--- src/rtl/sent_tx_crc_engine.sv ---
// Symbol-serial CRC engine for the SENT transmitter. It folds one SYM_W-bit
// symbol per clock into the CRC, MSB first, and can optionally append one
// all-zero symbol to produce the SENT "recommended" CRC.
module sent_tx_crc_engine #(
    parameter int unsigned      CRC_W    = 4,
    parameter logic [CRC_W-1:0] POLY     = 4'b1101,
    parameter logic [CRC_W-1:0] SEED     = 4'b0101,
    parameter int unsigned      SYM_W    = 4,
    parameter int unsigned      MAX_SYMS = 8
) (
    input  logic             clk_tx,
    input  logic             reset_tx,
    input  logic             start_i,
    input  logic             aug_mode_i,
    input  logic             sym_valid_i,
    input  logic [SYM_W-1:0] sym_i,
    input  logic             sym_last_i,
    output logic             sym_ready_o,
    output logic             busy_o,
    output logic [CRC_W-1:0] crc_o,
    output logic             crc_valid_o,
    output logic             err_o
);

    localparam int unsigned      CNT_W    = $clog2(MAX_SYMS + 1);
    localparam logic [CNT_W-1:0] CNT_LAST = CNT_W'(MAX_SYMS - 1);

    typedef enum logic [1:0] {
        ST_IDLE,
        ST_ACCUM,
        ST_AUG
    } state_e;

    state_e             state_q,     state_d;
    logic [CRC_W-1:0]   lfsr_q,      lfsr_d;
    logic [CNT_W-1:0]   count_q,     count_d;
    logic               aug_q,       aug_d;
    logic               err_pend_q,  err_pend_d;
    logic [CRC_W-1:0]   crc_q,       crc_d;
    logic               crc_valid_q, crc_valid_d;
    logic               err_q,       err_d;

    logic [CRC_W-1:0]   sym_step;
    logic [CRC_W-1:0]   zero_step;
    logic               end_of_msg;

    // Full SYM_W-bit advance of the serial LFSR, unrolled into one clock.
    function automatic logic [CRC_W-1:0] crc_step(input logic [CRC_W-1:0] crc,
                                                  input logic [SYM_W-1:0] sym);
        logic [CRC_W-1:0] r;
        logic             fb;
        r = crc;
        for (int i = SYM_W - 1; i >= 0; i--) begin
            fb = r[CRC_W-1] ^ sym[i];
            r  = {r[CRC_W-2:0], 1'b0} ^ (fb ? POLY : '0);
        end
        return r;
    endfunction

    assign sym_step   = crc_step(lfsr_q, sym_i);
    assign zero_step  = crc_step(lfsr_q, '0);
    assign end_of_msg = sym_last_i || (count_q == CNT_LAST);

    always_comb begin
        // NOTE: every next-state signal gets a default first so no path can infer a latch.
        state_d     = state_q;
        lfsr_d      = lfsr_q;
        count_d     = count_q;
        aug_d       = aug_q;
        err_pend_d  = err_pend_q;
        crc_d       = crc_q;
        crc_valid_d = 1'b0;
        err_d       = 1'b0;

        unique case (state_q)
            ST_IDLE: begin
                if (start_i) begin
                    lfsr_d     = SEED;
                    count_d    = '0;
                    aug_d      = aug_mode_i;
                    err_pend_d = 1'b0;
                    state_d    = ST_ACCUM;
                end
            end
            ST_ACCUM: begin
                if (sym_valid_i) begin
                    lfsr_d  = sym_step;
                    count_d = count_q + CNT_W'(1);
                    if (end_of_msg) begin
                        // A message cut off by the symbol limit is flagged with its CRC.
                        if (aug_q) begin
                            err_pend_d = !sym_last_i;
                            state_d    = ST_AUG;
                        end else begin
                            crc_d       = sym_step;
                            crc_valid_d = 1'b1;
                            err_d       = !sym_last_i;
                            state_d     = ST_IDLE;
                        end
                    end
                end
            end
            ST_AUG: begin
                lfsr_d      = zero_step;
                crc_d       = zero_step;
                crc_valid_d = 1'b1;
                err_d       = err_pend_q;
                state_d     = ST_IDLE;
            end
            default: state_d = ST_IDLE;
        endcase
    end

    // NOTE: sequential state uses non-blocking assignments only.
    always_ff @(posedge clk_tx or posedge reset_tx) begin
        if (reset_tx) begin
            state_q     <= ST_IDLE;
            lfsr_q      <= SEED;
            count_q     <= '0;
            aug_q       <= 1'b0;
            err_pend_q  <= 1'b0;
            crc_q       <= '0;
            crc_valid_q <= 1'b0;
            err_q       <= 1'b0;
        end else begin
            state_q     <= state_d;
            lfsr_q      <= lfsr_d;
            count_q     <= count_d;
            aug_q       <= aug_d;
            err_pend_q  <= err_pend_d;
            crc_q       <= crc_d;
            crc_valid_q <= crc_valid_d;
            err_q       <= err_d;
        end
    end

    assign sym_ready_o = (state_q == ST_ACCUM);
    assign busy_o      = (state_q != ST_IDLE);
    assign crc_o       = crc_q;
    assign crc_valid_o = crc_valid_q;
    assign err_o       = err_q;

endmodule

--- config.mk ---
export PLATFORM = sky130hd
export DESIGN_NAME = sent_tx_crc_engine
export DESIGN_NICKNAME = d
export VERILOG_FILES = /design/src/rtl/sent_tx_crc_engine.sv
export SDC_FILE = /design/constraint.sdc
export NUM_CORES = 1
export LEC_CHECK = 0
export ABC_AREA = 1
export BUFFER_PORTS_ARGS = -buffer_cell sky130_fd_sc_hd__buf_2
export CORE_ASPECT_RATIO = 1.25
export CORE_UTILIZATION = 52
export CTS_BUF_LIST = sky130_fd_sc_hd__clkbuf_4 sky130_fd_sc_hd__clkbuf_8
export CTS_CLUSTER_SIZE = 8
export DETAILED_ROUTE_END_ITERATION = 8
export MAX_ROUTING_LAYER = met4
export PLACE_DENSITY = 0.74
export SLEW_MARGIN = 10
export SYNTH_ARGS = -nofsm -noshare
export SYNTH_HDL_FRONTEND = slang
export SYNTH_SLANG_ARGS = --single-unit
--- constraint.sdc ---
create_clock -name clk_tx -period 2.1 [get_ports clk_tx]
set_input_delay 0.21 -clock clk_tx [delete_from_list [all_inputs] [get_ports clk_tx]]
set_output_delay 0.21 -clock clk_tx [all_outputs]
set_load 0.1 [all_outputs]
### Yosys cells after proc, flatten, opt, wreduce, memory -nomap -nowiden

Index checks and enable logic that the tools add are counted.
Widths: inputs -> output; s select.

| storage, ports and cells | value |
|---|---|
| register bits | 18 |
| input port bits | 10 |

| cells by class | value |
|---|---|
| add/sub/neg operators | 1 |
| equal/unequal tests | 8 |
| mux-type cells | 36 |
| bitwise logic cells | 12 |
| reductions and logical operators | 13 |

Operators with widths:

| cell | number |
|---|---|
| $mux 4 | 15 |
| $xor 4x4->4 | 8 |
| $pmux 4 s2 | 2 |
| $pmux 4 s3 | 1 |
| $mux 1 | 10 |
| $reduce_and 3->1 | 3 |
| $mux 2 | 4 |
| $ne 2x2->1 const B | 3 |
| $pmux 1 s2 | 3 |
| $reduce_bool 2->1 | 3 |
| $reduce_and 5->1 | 1 |
| $add 4x1->4 const B | 1 |
| $eq 4x3->1 const B | 1 |
| $ne 2x1->1 const B | 2 |
| $pmux 2 s2 | 1 |
| $reduce_and 4->1 | 1 |
| $xor 1x1->1 | 4 |
| $reduce_bool 3->1 | 1 |
| $eq 2x1->1 const B | 1 |
| $eq 2x2->1 const B | 1 |
| $logic_not 2->1 | 1 |
| $reduce_and 2->1 | 1 |
| $logic_not 1->1 | 1 |
| $logic_or 1x1->1 | 1 |

### Longest topological paths before layout

Gate-level depths: netlist of run 1.

| logic depth | value |
|---|---|
| depth in word-level cells | 16 |
| gate-level depth with buffers | 14 |
| depth with buffers taken out | 13 |

### Worst setup path before layout of run 1

OpenSTA, ideal clock, no wires.

| path | value |
|---|---|
| kind | flip-flop to flip-flop |
| start point | reg state_q[1] |
| end point | reg count_q[3] |
| setup time | 0.088 ns |
| arrival time | 2.156 ns |
| setup slack | -0.144 ns |
| stages on the path, launching flop included | 9 |
| buffers on the path | 1 |
| path through | dfrtp_1 inv_1 ha_1 buf_2 nor2_1 nor2_1 inv_1 o21ai_0 nor3b_1 |

| between the ends | value |
|---|---|
| longest elaborated chain between the ends | 3 |

Ends and longest elaborated chain:

| element | line | RTL |
|---|---|---|
| start: declaration | 34 | `state_e state_q, state_d;` |
| start signal: assignment | 126 | `state_q <= state_d;` |
| $eq 2x1->1 (*) | - |  |
| net sym_ready_o | 18 | `output logic sym_ready_o,` |
| $ne 2x2->1 (no line) / $reduce_bool 2->1 (equally long branches) | - |  |
| $reduce_and 3->1 (no line) | - |  |
| end signal: assignment | 128 | `count_q <= count_d;` |
| end: declaration | 36 | `logic [CNT_W-1:0] count_q, count_d;` |

The timed path passes the listed nets; every way through them passes the cells marked *.
A chain may end at the register's enable or synchronous reset.

### Final worst setup path of run 1

| path | value |
|---|---|
| start point | reg state_q[1] |
| end point | out sym_ready_o |

| between the ends | value |
|---|---|
| longest elaborated chain between the ends | 1 |

Ends and longest elaborated chain:

| element | line | RTL |
|---|---|---|
| $eq 2x1->1 | 137 | `assign sym_ready_o = (state_q == ST_ACCUM);` |
| end: declaration | 18 |  |

No other way between the ends.

==> reports/results.tsv, run 1 <==
stage	metric	value	unit
floorplanning	Die Wd	45.81	um
clocking	CTS root buf	clkbuf_4	
setup_path	required time of the critical path	1890	ps
global_route	vias in the first global route	1042	
setup_path	reg2reg start	state_q[0]	
synthesis	Mapped Cells	176	
worst_hold_path	hold crit path type	in -> async	
clocking	Clock Path Buffers	2	
setup_path	cells on worst reg2reg path	10	
clocking	Clk pin slew, worst setup/hold paths	100	ps
drt	DR vias	1077	
clocking	CTS tree	done	
global_route	largest net degree at the start of global routing	19	
synthesis	Post-Syn Nets	191	
setup_path	crit start category	flip-flop	
global_route	GRT Total Usage	20.89	%
timing	final setup margin	215.4	ps
setup_path	delay-heaviest family, CP	buffers and inverters	
drt	Via density	4.808	
drt	Routed WL per cell	10.54	um
timing	Layout Skew	2.281	ps
setup_path	CP Depth	3	
finish	Multi-input gate area	676.9	um^2
setup_path	r2r setup slk	270	ps
floorplanning	# rows	19	
finish	# diodes	0	
timing	final setup violation count	0	
status	violated checks	negative hold slack	
timing	Worst slew margin	53.88	%
place	Port Buffers	17	
setup_path	Worst Path Class, Setup	reg -> out	
place	DP Worst Slack	281.2	ps
setup_path	Critical Path Start	state_q[1]	
timing	RSZ-0062 raised after global routing	false	
timing	setup TNS	0	ps
synthesis	register area share after synthesis	36.31	%
setup_path	slowest CP cell	buf_2	
clocking	clock buffer count from CTS	3	
finish	Reg area	452.9	um^2
timing	crit path time final	1885	ps
place	GPL Wtd Cong	0.7982	
timing	Final Max Tran Viols	0	
timing	actual slew at the worst max-slew pin	691.1	ps
drt	Initial DRT Pass Iterations	4	
synthesis	synthesized area	1247	um^2
synthesis	Synth cell types	30	
synthesis	#FFs+latches synth	18	
setup_path	Critical Path Sink	sym_ready_o	
setup_path	Buf+Inv Stages, Crit Path	2	
finish	commonest non-fill, non-tap cell in the layout	nand2_1	
timing	Tcrit/Tclk final	89.74	%
setup_path	Worst Setup End Kind	output port	
setup_path	crit path cell chain	inv_1, ha_2, buf_2	
place	Post-DP HPWL	1912	um
clocking	cts hold-fix bufs	0	
floorplanning	Core Area	2235	um^2
global_route	first-pass GRT wire length	3891	um
clocking	CTS Sinks	18	
drt	Final ANT Viol Nets	0	
timing	Hold Vio Cnt, Final	6	
finish	most frequent cells in the layout	55 x nand2_1, 19 x inv_1, 18 x nor2_1	
synthesis	YS warnings	0	
clocking	worst skew pair latency	300	ps
drt	DRC errors left	0	
drt	DRT iter0 DRCs	16	
timing	f_max	530.6	MHz
finish	Area growth, synth to finish	11.23	%
global_route	total global routing overflow	0	
setup_path	Slowest Stage Delay on Critical Path	490	ps
global_route	initial antenna violation count	0	
setup_path	crit path max fanout	18	
status	run status	complete, but fails checks	
job	count of max-cap constraint violations	0	
clocking	Resized Gates After CTS	0	
synthesis	syn avg cell area	7.088	um^2
setup_path	Critical Path AT	1670	ps
clocking	H-tree levels	1	
finish	share of cells above drive strength 1	20.21	%
floorplanning	Die ar.	2600	um^2
finish	Layout fillers	226	
clocking	buffer count from post-CTS setup fixing	0	
finish	final net count	209	
floorplanning	Initial Util	55.82	%
floorplanning	IO Count	18	
timing	Fin Hold WS	-2.372	ps
drt	final wirelength	2361	um
setup_path	R2R Path End	lfsr_q[0]	
floorplanning	Die Height	56.76	um
==> layout make-up <==
cell class | count | area share [%]
Multi-Input combinational cell | 129 | 48.78
Sequential cell | 18 | 32.64
Inverter | 25 | 7.033
Timing Repair Buffer | 17 | 6.132
Tap cell | 31 | 2.795
Clock buffer | 4 | 2.615
==> through the flow <==
step / instance area [um^2] / utilization, % / hold WS, ps / std cells
after global placement: 1351 / 60.47 / 335.6 / 220
after detailed placement: 1351 / 60.47 / 341.7 / 220
after floorplan: 1254 / - / 147.1 / 176
after CTS: 1388 / 62.09 / 8.074 / 224
after global routing: 1388 / 62.09 / 54.64 / 224
final: 1388 / 62.09 / -2.372 / 224
==> synth_stat cells <==
master | number | share of area (%)
xnor2_1 | 2 | 1.4
a21oi_1 | 8 | 3.2
clkinv_1 | 1 | 0.30
nand2_1 | 55 | 17
xor2_2 | 1 | 1.3
nor2_2 | 1 | 0.50
nand2_4 | 1 | 0.90
ha_1 | 5 | 5.0
inv_1 | 20 | 6.0
a21oi_2 | 1 | 0.70
nand3_1 | 8 | 3.2
buf_2 | 3 | 1.2
o21a_1 | 1 | 0.60
dfrtp_1 | 16 | 32
nor3_1 | 2 | 0.80
inv_2 | 4 | 1.2
dfstp_2 | 2 | 4.2
buf_6 | 1 | 0.90
a21boi_2 | 1 | 0.90
xor2_1 | 4 | 2.8
nand2_2 | 4 | 2.0
nor3b_1 | 1 | 0.60
or2_0 | 3 | 1.5
o21ai_0 | 5 | 2.0
mux2i_1 | 1 | 0.80
nand3_2 | 1 | 0.80
a21boi_0 | 2 | 1.2
o21ai_1 | 2 | 0.80
nor2_1 | 18 | 5.4
a31oi_1 | 2 | 1.0
==> cells by family (layout without fill, tap and decap cells) <==
| logic type | after synthesis | count (layout) | share of synthesized area [%] |
|---|---|---|---|
| simple gates | 94 | 94 | 32.30 |
| buf+inv | 29 | 46 | 9.628 |
| compound gates | 22 | 22 | 10.43 |
| flops | 18 | 18 | 36.31 |
| xor+xnor | 7 | 7 | 5.517 |
| fa+ha+maj | 5 | 5 | 5.015 |
| mux | 1 | 1 | 0.8024 |
==> registers in the layout, summed over array words and instances (netlist names) <==
signal	count
crc_o	4
aug_q	1
crc_valid_o	1
err_o	1
state_q	2
count_q	4
err_pend_q	1
lfsr_q	4
==> worst min-delay path by stage <==
stage | from | to | cells past startpoint
after global placement | reset_tx | count_q[3] | 2
after detailed placement | reset_tx | crc_o[1] | 2
final | reset_tx | count_q[3] | 2
after floorplan | reset_tx | aug_q | 1
after CTS | reset_tx | crc_o[1] | 2
after global routing | reset_tx | crc_o[1] | 2
==> routing by layer <==
| layer | vias up | routed length (um) | GRT usage, % |
|---|---|---|---|
| li1 | 580 | - | - |
| met1 | 479 | 995 | 20.29 |
| met2 | 14 | 1281 | 40.00 |
| met3 | 4 | 50 | 1.929 |
| met4 | 0 | 34 | 7.563 |
| met5 | - | 0 | - |
Power of run 1 is not shown: default switching activity piles up to over one toggle a cycle in this logic, so the estimate is an artifact.
==> run 2: changes to the inputs <==
--- a/config.mk
+++ b/config.mk
@@ -8,12 +8,12 @@
 export ABC_AREA = 1
 export BUFFER_PORTS_ARGS = -buffer_cell sky130_fd_sc_hd__buf_2
 export CORE_ASPECT_RATIO = 1.25
-export CORE_UTILIZATION = 52
+export CORE_UTILIZATION = 40
 export CTS_BUF_LIST = sky130_fd_sc_hd__clkbuf_4 sky130_fd_sc_hd__clkbuf_8
 export CTS_CLUSTER_SIZE = 8
 export DETAILED_ROUTE_END_ITERATION = 8
 export MAX_ROUTING_LAYER = met4
-export PLACE_DENSITY = 0.74
+export PLACE_DENSITY = 0.59
 export SLEW_MARGIN = 10
 export SYNTH_ARGS = -nofsm -noshare
 export SYNTH_HDL_FRONTEND = slang
==> run 2 against run 1 <==
Count of clock-buffer cells in the layout unchanged. Worst setup slack got worse by 13 ps. Via count increased by 3.6%. Hold slack improved by 5.4 ps. Global-route usage decreased by 3.1 points. Clock skew about the same. Critical path type unchanged. Highest routed layer unchanged. Non-clock buffer count unchanged. First-iteration DRC count increased by 75%. Die area increased by 29%. The flow now finishes without violations. Cell count increased by 2.2%. Sequential share of layout area unchanged.
==> reports/results.tsv, run 2 (same netlist as run 1, synthesis figures left out) <==
stage	metric	value	unit	change
status	run status	completed		
timing	RSZ-0062 raised after global routing	false		
finish	Area growth, synth to finish	11.23	%	unchanged
clocking	worst skew pair latency	290	ps	about the same
setup_path	Critical Path AT	1690	ps	+20 ps
drt	Routed WL per cell	11.28	um	+7.1%
setup_path	Worst Path Class, Setup	reg -> out		
finish	final net count	209		unchanged
timing	Tcrit/Tclk final	90.34	%	+0.60 points
clocking	H-tree levels	1		unchanged
drt	DRC errors left	0		unchanged
place	Port Buffers	17		unchanged
finish	commonest non-fill, non-tap cell in the layout	nand2_1		
finish	# diodes	0		unchanged
finish	share of cells above drive strength 1	20.21	%	unchanged
clocking	Clock Path Buffers	2		unchanged
timing	Layout Skew	2.407	ps	+0.1254 ps
timing	f_max	527.1	MHz	-0.66%
place	GPL Wtd Cong	0.8497		+6.5%
drt	Via density	4.873		+1.4%
floorplanning	Die ar.	3347	um^2	+29%
setup_path	cells on worst reg2reg path	10		unchanged
global_route	vias in the first global route	1053		+1.1%
timing	final setup violation count	0		unchanged
setup_path	required time of the critical path	1890	ps	about the same
finish	most frequent cells in the layout	55 x nand2_1, 19 x inv_1, 18 x nor2_1		
setup_path	r2r setup slk	290	ps	+20 ps
floorplanning	IO Count	18		unchanged
global_route	total global routing overflow	0		unchanged
clocking	clock buffer count from CTS	3		unchanged
drt	Final ANT Viol Nets	0		unchanged
drt	final wirelength	2584	um	+9.4%
clocking	Clk pin slew, worst setup/hold paths	100	ps	about the same
timing	Hold Vio Cnt, Final	0		-6
floorplanning	Core Area	2945	um^2	+32%
setup_path	Worst Setup End Kind	output port		
clocking	buffer count from post-CTS setup fixing	0		unchanged
clocking	CTS Sinks	18		unchanged
setup_path	slowest CP cell	buf_2		
setup_path	crit path max fanout	18		unchanged
setup_path	delay-heaviest family, CP	buffers and inverters		
floorplanning	Die Height	64.44	um	+14%
global_route	largest net degree at the start of global routing	19		unchanged
floorplanning	# rows	22		+3
finish	Multi-input gate area	676.9	um^2	unchanged
clocking	Resized Gates After CTS	0		unchanged
setup_path	Slowest Stage Delay on Critical Path	490	ps	about the same
global_route	initial antenna violation count	0		unchanged
place	Post-DP HPWL	2061	um	+7.8%
finish	Reg area	452.9	um^2	unchanged
setup_path	R2R Path End	lfsr_q[0]		
global_route	first-pass GRT wire length	4181	um	+7.5%
clocking	CTS root buf	clkbuf_4		
setup_path	crit path cell chain	inv_1, ha_2, buf_2		
clocking	cts hold-fix bufs	0		unchanged
setup_path	crit start category	flip-flop		
setup_path	Critical Path Start	state_q[1]		
timing	actual slew at the worst max-slew pin	687.2	ps	-3.811 ps
setup_path	Buf+Inv Stages, Crit Path	2		unchanged
timing	Final Max Tran Viols	0		unchanged
drt	Initial DRT Pass Iterations	4		unchanged
global_route	GRT Total Usage	17.82	%	-3.1 points
timing	Worst slew margin	54.13	%	+0.25 points
worst_hold_path	hold crit path type	in -> async		
clocking	CTS tree	done		
job	count of max-cap constraint violations	0		unchanged
finish	Finished Core Util	47.11	%	-15 points
drt	DRT iter0 DRCs	28		+12
setup_path	reg2reg start	state_q[0]		
timing	crit path time final	1897	ps	+12.53 ps
finish	Layout fillers	318		+41%
floorplanning	Initial Util	42.35	%	-13 points
floorplanning	Die Wd	51.95	um	+13%
drt	DR vias	1116		+3.6%
timing	setup TNS	0	ps	unchanged
==> run 2: stage by stage <==
step	hold slack (ps)	setup WS [ps]	std cells	instance area, um^2
6_report	3.076	202.8	229	1388
3_3_place_gp	341.8	294.2	225	1358
3_5_place_dp	351.2	324.0	225	1358
4_1_cts	23.72	200.7	229	1388
5_1_grt	55.15	147.1	229	1388
2_1_floorplan	147.1	49.26	176	1254
==> run 2: per-layer routing <==
metal | part of all wire [%] | GRT usage [%] | vias up
li1 | - | - | 575
met1 | 40 | 17.04 | 515
met2 | 54 | 33.01 | 19
met3 | 2.8 | 2.113 | 7
met4 | 2.5 | 10.14 | 0
met5 | 0 | - | -
==> run 2: final cells by class <==
type                            count  area share (%)
Clock buffer                        4           2.164
Multi-Input combinational cell    129           48.78
Timing Repair Buffer               17           6.132
Sequential cell                    18           32.64
Inverter                           25           7.033
Tap cell                           36           3.246
==> run 2: worst max path at each step <==
stage,end,depth (start not counted),slack [ps]
final,sym_ready_o,3,200
after global routing,sym_ready_o,3,150
after CTS,sym_ready_o,3,200
after detailed placement,lfsr_q[0],10,320
after global placement,lfsr_q[0],10,290
after floorplan,lfsr_q[2],8,50
Power of run 2 is left out for the same reason.
==> run 3: changes to the inputs <==
--- a/config.mk
+++ b/config.mk
@@ -6,7 +6,7 @@
 export NUM_CORES = 1
 export LEC_CHECK = 0
 export ABC_AREA = 1
-export BUFFER_PORTS_ARGS = -buffer_cell sky130_fd_sc_hd__buf_2
+export BUFFER_PORTS_ARGS = -buffer_cell sky130_fd_sc_hd__buf_4
 export CORE_ASPECT_RATIO = 1.25
 export CORE_UTILIZATION = 40
 export CTS_BUF_LIST = sky130_fd_sc_hd__clkbuf_4 sky130_fd_sc_hd__clkbuf_8
==> run 3 against run 2 <==
Count of clock-buffer cells in the layout unchanged. Hold slack improved by 22 ps. Utilization rose by 1.7 points. Sequential share of layout area shrank 1.1 points. Final area up 3.6%. First-iteration DRC count decreased by 54%. Clock skew is 0.79 ps lower. Die area stayed put. Global-route usage grew 0.68 points. Worst setup slack better by 110 ps. Via count decreased by 0.99%. Highest routed layer unchanged.
==> reports/results.tsv, run 3 (same netlist as run 1, synthesis figures left out) <==
stage	metric	value	unit	change
status	run status	completed		
global_route	vias in the first global route	1067		+1.3%
timing	final setup violation count	0		unchanged
drt	metal1 wirelength	1099	um	+5.7%
place	DP Worst Slack	322.6	ps	-1.384 ps
job	count of max-cap constraint violations	0		unchanged
clocking	CTS tree	done		
clocking	H-tree levels	1		unchanged
finish	share of cells above drive strength 1	20.62	%	+0.41 points
drt	routed length on met2	1353	um	-3.6%
timing	crit path time final	1786	ps	-111.5 ps
setup_path	reg2reg start	state_q[0]		
setup_path	slowest CP cell	dfrtp_1		
clocking	CTS root buf	clkbuf_4		
timing	RSZ-0062 raised after global routing	false		
place	Post-DP HPWL	2002	um	-2.9%
floorplanning	Die Height	64.44	um	unchanged
global_route	total global routing overflow	0		unchanged
place	GPL Wtd Cong	0.8282		-2.5%
timing	Worst slew margin	52.89	%	-1.2 points
drt	final wirelength	2535	um	-1.9%
setup_path	Slowest Stage Delay on Critical Path	410	ps	-80 ps
timing	Layout Skew	1.613	ps	-0.7940 ps
floorplanning	Initial Util	42.35	%	unchanged
drt	Final ANT Viol Nets	0		unchanged
setup_path	r2r setup slk	310	ps	+20 ps
floorplanning	Die Wd	51.95	um	unchanged
setup_path	Worst Path Class, Setup	reg -> reg		
finish	Multi-input gate area	676.9	um^2	unchanged
clocking	buffer count from post-CTS setup fixing	0		unchanged
timing	setup TNS	0	ps	unchanged
global_route	GRT Total Usage	18.49	%	+0.68 points
clocking	worst skew pair latency	290	ps	about the same
finish	final net count	210		+0.48%
setup_path	crit start category	flip-flop		
setup_path	delay-heaviest family, CP	simple AND/OR/NAND/NOR gates		
setup_path	Critical Path Start	state_q[0]		
drt	Via density	4.804		-1.4%
setup_path	crit path cell chain	inv_1, ha_1, clkinvlp_4, or2_0, nand2_1, nor2_1, nand2_1, inv_1, nand3_1, o21a_1		
drt	Max Used Layer	met4		
timing	f_max	560.0	MHz	+6.2%
timing	Hold Vio Cnt, Final	0		unchanged
timing	final setup margin	314.4	ps	+111.5 ps
clocking	CTS Sinks	18		unchanged
clocking	Clock Path Buffers	2		unchanged
drt	Routed WL per cell	11.02	um	-2.3%
floorplanning	# rows	22		unchanged
timing	actual slew at the worst max-slew pin	705.8	ps	+18.58 ps
setup_path	Worst Setup End Kind	flip-flop		
drt	DRT iter0 DRCs	13		-54%
drt	metal3 WL	57	um	-22%
finish	commonest non-fill, non-tap cell in the layout	nand2_1		
finish	most frequent cells in the layout	55 x nand2_1, 19 x inv_1, 18 x nor2_1, 18 x buf_4, 16 x dfrtp_1		
place	Port Buffers	17		unchanged
setup_path	crit path max fanout	5		-13
drt	DR vias	1105		-0.99%
setup_path	Buf+Inv Stages, Crit Path	3		+1
setup_path	required time of the critical path	2330	ps	+440 ps
finish	Layout fillers	306		-3.8%
floorplanning	Core Area	2945	um^2	unchanged
global_route	first-pass GRT wire length	4395	um	+5.1%
global_route	initial antenna violation count	0		unchanged
timing	Tcrit/Tclk final	85.03	%	-5.3 points
drt	Initial DRT Pass Iterations	4		unchanged
finish	Area growth, synth to finish	15.25	%	
clocking	Resized Gates After CTS	0		unchanged
global_route	largest net degree at the start of global routing	19		unchanged
clocking	Clk pin slew, worst setup/hold paths	100	ps	about the same
floorplanning	IO Count	18		unchanged
floorplanning	Die ar.	3347	um^2	unchanged
clocking	clock buffer count from CTS	3		unchanged
clocking	cts hold-fix bufs	0		unchanged
drt	DRC errors left	0		unchanged
timing	Final Max Tran Viols	0		unchanged
finish	# diodes	0		unchanged
worst_hold_path	hold crit path type	in -> async		
finish	Reg area	452.9	um^2	unchanged
setup_path	Critical Path AT	2010	ps	+320 ps
[run 3: cell count changes in the layout (fill, tap and decap cells not counted), sizes merged]
cell | before | now
buf | 17 | 18
[run 3: final timing paths]
path | to | cells after the start
worst max-delay path | lfsr_q[0] | 10
worst min-delay path | count_q[3] | 2
worst max register to register | lfsr_q[0] | 10
worst min register to register | count_q[1] | 2
max in group asynchronous | lfsr_q[1] | 2
min in group clk_tx | aug_q | 3
[run 3: area by class of cell]
type | count | area share [%]
clock buffer | 4 | 2.089
inverter | 25 | 6.789
multi-input combinational | 129 | 47.08
sequential | 18 | 31.51
tap | 36 | 3.133
timing repair buffer | 18 | 9.399
[run 3: metal layers]
| layer | global-route usage (%) | vias up |
|---|---|---|
| met5 | - | - |
| met2 | 32.53 | 13 |
| li1 | - | 576 |
| met3 | 2.817 | 2 |
| met4 | 8.784 | 0 |
| met1 | 19.67 | 514 |
[run 3: metrics by stage]
stage | hold WS [ps] | area, um^2 | util, % | instances
4_1_cts | 29.33 | 1438 | 48.81 | 230
2_1_floorplan | 147.1 | 1254 | - | 176
3_5_place_dp | 364.6 | 1408 | 47.79 | 226
5_1_grt | 68.92 | 1438 | 48.81 | 230
3_3_place_gp | 362.1 | 1408 | 47.79 | 226
6_report | 25.38 | 1438 | 48.81 | 230
Power of run 3 is left out for the same reason.
